[src/rtl/regfile_sb.sv]
// Parametrised register file with configurable read ports, byte-enabled writes,
// same-cycle write-to-read bypass and a per-register busy scoreboard.
module regfile_sb #(
  parameter int                DATA_W  = 32,
  parameter int                ADDR_W  = 5,
  parameter int                NUM_RD  = 2,
  parameter int                SP_IDX  = 29,
  parameter logic [DATA_W-1:0] SP_INIT = 'h7ff
) (
  input  logic                     clk,
  input  logic                     reset,
  input  logic [NUM_RD*ADDR_W-1:0] rd_addr,
  output logic [NUM_RD*DATA_W-1:0] rd_data,
  output logic [NUM_RD-1:0]        rd_busy,
  input  logic                     we,
  input  logic [ADDR_W-1:0]        wr_addr,
  input  logic [DATA_W-1:0]        wr_data,
  input  logic [DATA_W/8-1:0]      wr_be,
  input  logic                     sb_set,
  input  logic [ADDR_W-1:0]        sb_addr,
  input  logic                     flush
);

  localparam int DEPTH = 1 << ADDR_W;
  localparam int NB    = DATA_W / 8;

  // Register 0 is hard-wired to zero, so only 1..DEPTH-1 exist.
  logic [DATA_W-1:0] regs [1:DEPTH-1];
  logic [DEPTH-1:1]  busy;

  logic wr_hit_any;
  logic set_hit_any;
  assign wr_hit_any  = we && (wr_addr != '0);
  assign set_hit_any = sb_set && (sb_addr != '0);

  // Interface timing: there is no valid/ready handshake; every input is
  // sampled at every rising edge and all reads are combinational.

  always_ff @(posedge clk or posedge reset) begin
    if (reset) begin
      for (int i = 1; i < DEPTH; i++) begin
        regs[i] <= (i == SP_IDX) ? SP_INIT : '0;
      end
    end else if (wr_hit_any) begin
      for (int b = 0; b < NB; b++) begin
        if (wr_be[b]) begin
          regs[wr_addr][b*8 +: 8] <= wr_data[b*8 +: 8];
        end
      end
    end
  end

  // Flush beats set; set beats a writeback clear on the same register
  // because the newly issued producer supersedes the retiring one.
  always_ff @(posedge clk or posedge reset) begin
    if (reset) begin
      busy <= '0;
    end else if (flush) begin
      busy <= '0;
    end else begin
      if (wr_hit_any && !(set_hit_any && (sb_addr == wr_addr))) begin
        busy[wr_addr] <= 1'b0;
      end
      if (set_hit_any) begin
        busy[sb_addr] <= 1'b1;
      end
    end
  end

  for (genvar k = 0; k < NUM_RD; k++) begin : g_rd
    logic [ADDR_W-1:0] addr;
    logic [DATA_W-1:0] stored;
    logic [DATA_W-1:0] merged;
    logic              hit;

    assign addr   = rd_addr[k*ADDR_W +: ADDR_W];
    assign stored = (addr == '0) ? '0 : regs[addr];
    assign hit    = wr_hit_any && (wr_addr == addr);

    always_comb begin
      merged = stored;
      for (int b = 0; b < NB; b++) begin
        if (hit && wr_be[b]) begin
          merged[b*8 +: 8] = wr_data[b*8 +: 8];
        end
      end
    end

    // A bypass hit means the value is arriving now, so it is not pending.
    assign rd_data[k*DATA_W +: DATA_W] = merged;
    assign rd_busy[k] = (addr != '0) && !hit && busy[addr];
  end

endmodule

[config.mk]
export PLATFORM = sky130hd
export DESIGN_NAME = regfile_sb
export DESIGN_NICKNAME = d
export VERILOG_FILES = /design/src/rtl/regfile_sb.sv
export SDC_FILE = /design/constraint.sdc
export NUM_CORES = 2
export LEC_CHECK = 0
export CAP_MARGIN = 20
export CORE_ASPECT_RATIO = 0.75
export CORE_MARGIN = 4
export CORE_UTILIZATION = 40
export DETAILED_ROUTE_END_ITERATION = 16
export HOLD_SLACK_MARGIN = 0.08
export SKIP_LAST_GASP = 1
export SYNTH_ARGS = -nofsm -noshare
export SYNTH_HDL_FRONTEND = slang
export SYNTH_SLANG_ARGS = --single-unit
[constraint.sdc]
create_clock -name clk -period 28.9 [get_ports clk]
set_clock_uncertainty 0.1 [all_clocks]
set_input_delay 2.89 -clock clk [delete_from_list [all_inputs] [get_ports clk]]
set_output_delay 2.89 -clock clk [all_outputs]
set_load 0.01 [all_outputs]
==> key figures <==
Run status
  – Status: complete, no violations

Yosys
  – Synthesized Nets: roughly 4200
  – Post-synth ARST share: 1.00
  – Most used DFF post-synth: dfrtp_1
  – Synth Instances: 4152
  – Post-synth cell types: 43
  – Most frequent cell after synthesis: mux2_2
  – EDFF count, synth: 0
  – YS warnings: 0
  – Post-synth top area cell: dfrtp_1
  – Syn Area/Cell: about 14 um^2
  – Synth Register Bits: slightly above 1000
  – Register area share after synthesis: 0.452
  – Share of the synthesized area in the top cell type: 0.447
  – Synthesized area: approximately 57000 um^2
  – Area contributors post-synth: dfrtp_1 (45%), mux2_2 (22%), mux4_2 (14%)
  – Most frequent cells after synthesis: mux2_2 (1110), dfrtp_1 (1012), mux4_2 (349)

Setup path
  – Arr. time, crit path: between 7000 and 8000 ps
  – Critical Path End Type: primary output
  – Worst Path Required: ~26000 ps
  – Setup Crit Path Kind: primary input to primary output
  – Crit path launch type: primary input
  – Crit-path max FO: ~130
  – Setup slack, reg-to-reg: 27990 ps

Route
  – DR WL/cell: just over 30 um
  – DR vias/cell: 6.42
  – Drt first-iter violations: around 4300
  – Initial DRT Pass Iterations: 6
  – ANT nets after route: 0
  – DR vias: about 39000
  – Final wirelength: roughly 190 mm
  – Drt drc: 0

Power
  – Max IR drop VDD: about 0.048 mV
  – Leakage power: between 0.02 and 0.03 uW
  – Design Power: slightly below 4000 uW
  – Power per cell area: ~61 nW/um^2

Layout
  – Fin nets: ~4200
  – Fraction of layout instances using a drive strength above 1: 0.449
  – Synthesis-to-finish area growth: 11.2%
  – Core Util, Final: 0.448
  – Filler cell count: approximately 13000

Floorplan
  – Core Rows: between 100 and 150
  – DIE HEIGHT: 334 um
  – Initial Utilization: 0.403
  – Core Region: roughly 140000 um^2
  – Total Die Area: about 150000 um^2
  – Die W: approximately 440 um
  – I/O Pins: between 100 and 150

Clock tree
  – Clock Tree Buf Depth: 3
  – CTS clk-pin slew, worst paths: around 60 ps
  – H-tree Lvls: 3
  – Post-CTS Setup Inserts: 0
  – CTS buffer count: 103
  – CTS tree: built
  – Num Clock Sinks: 1023
  – Worst-skew pair later-pin latency: around 700 ps
  – CTS Hold Bufs: 0
  – Root buf cell: clkbuf_16
  – Post-cts gate resize count: 0

Global route
  – Total GRT Usage: 0.249
  – Largest net degree at the start of global routing: approximately 170
  – Vias in the first global route: 38237
  – Total gr overflow: 0
  – First-pass GRT wire length: 275 mm
  – Initial antenna violation count: 11

STA
  – Final Cycle Share: 0.359
  – Final period demand of the worst path: around 10000 ps
  – Relative slew slack: 0.261
  – Final hold viol count: 0
  – Worst Tran Pin Value: approximately 1100 ps
  – Final Max Slew Viols: 0
  – Max Clk Rate: 96.4 MHz
  – RSZ-0062 raised after global routing: no
  – Setup TNS: 0 ps
  – Endpoints failing setup: 0

Placed design
  – PortBufs: about 130
  – Gpl congestion: between 0.8 and 0.9
  – HPWL reported at the end of detailed placement: approximately 120 mm

Min path
  – Hold Path Class: register to register

Run
  – MaxCap Viol Count: 0
worst paths after layout:
kind | from | to | depth (start not counted)
max | rd_addr[0] | rd_data[28] | 9
min | regs[285] | regs[285] | 1
max reg2reg | regs[143] | regs[143] | 1
min reg2reg | regs[285] | regs[285] | 1
max in group asynchronous | reset | regs[420] | 5
min in group asynchronous | reset | regs[81] | 3
where the power goes:
group          internal (uW)  switching (uW)
clock                    809             602
sequential              1620             134
combinational            373             324
through the flow:
stage	std cells	hold WS [ps]	cell area [um^2]	setup WS, ps
6_report	6085	422	63000	18530
5_1_grt	6081	431	63000	18270
4_1_cts	6070	425	62800	18540
3_5_place_dp	5883	411	59300	18570
3_3_place_gp	5880	401	59200	18560
2_1_floorplan	4152	392	56600	11820
logic make-up after synthesis:
group,after synthesis,synth area share
mux,1718,0.405
flops,1023,0.452
compound gates,552,0.0666
simple gates,486,0.0421
buf+inv,358,0.0311
xor+xnor,15,0.00232
routing by layer:
layer  global-route usage  routed length [um]
met3               0.0506               16200
met1                0.376               84600
met4               0.0824                6640
met5                    0                  17
met2                0.356               80300
flip-flops by register name (all words and copies together) (netlist names):
signal  count
regs      992
busy       31
placed cells by master (no fill, tap or decap), drive strengths merged, types with 101 or more instances in the layout:
cell type      instances
dfrtp               1012
nor2                 233
mux2                1110
mux4                 349
nand2                169
a22oi                121
buf                  101
clkdlybuf4s50        116
mux2i                259
clkbuf               161
critical path, cell delays in order:
cell and delay, ps:
buf_8 540, buf_4 730, buf_12 750, mux4_2 390, mux2i_1 80, o21ai_0 290
nand2_1 150, a31oi_1 610, clkdlybuf4s50_1 680
cell type report:
class / instances / area, um^2 / area share
Antenna cell: 9 / 22.5 / 0.000358
Sequential cell: 1023 / 25600 / 0.407
Tap cell: 1875 / 2350 / 0.0373
Clock inverter: 27 / 305 / 0.00485
Timing Repair Buffer: 219 / 2170 / 0.0344
Inverter: 1 / 7.51 / 0.000119
Clock buffer: 160 / 3190 / 0.0506
Multi-Input combinational cell: 2771 / 29300 / 0.466
Power figures use the tool's default switching activity.
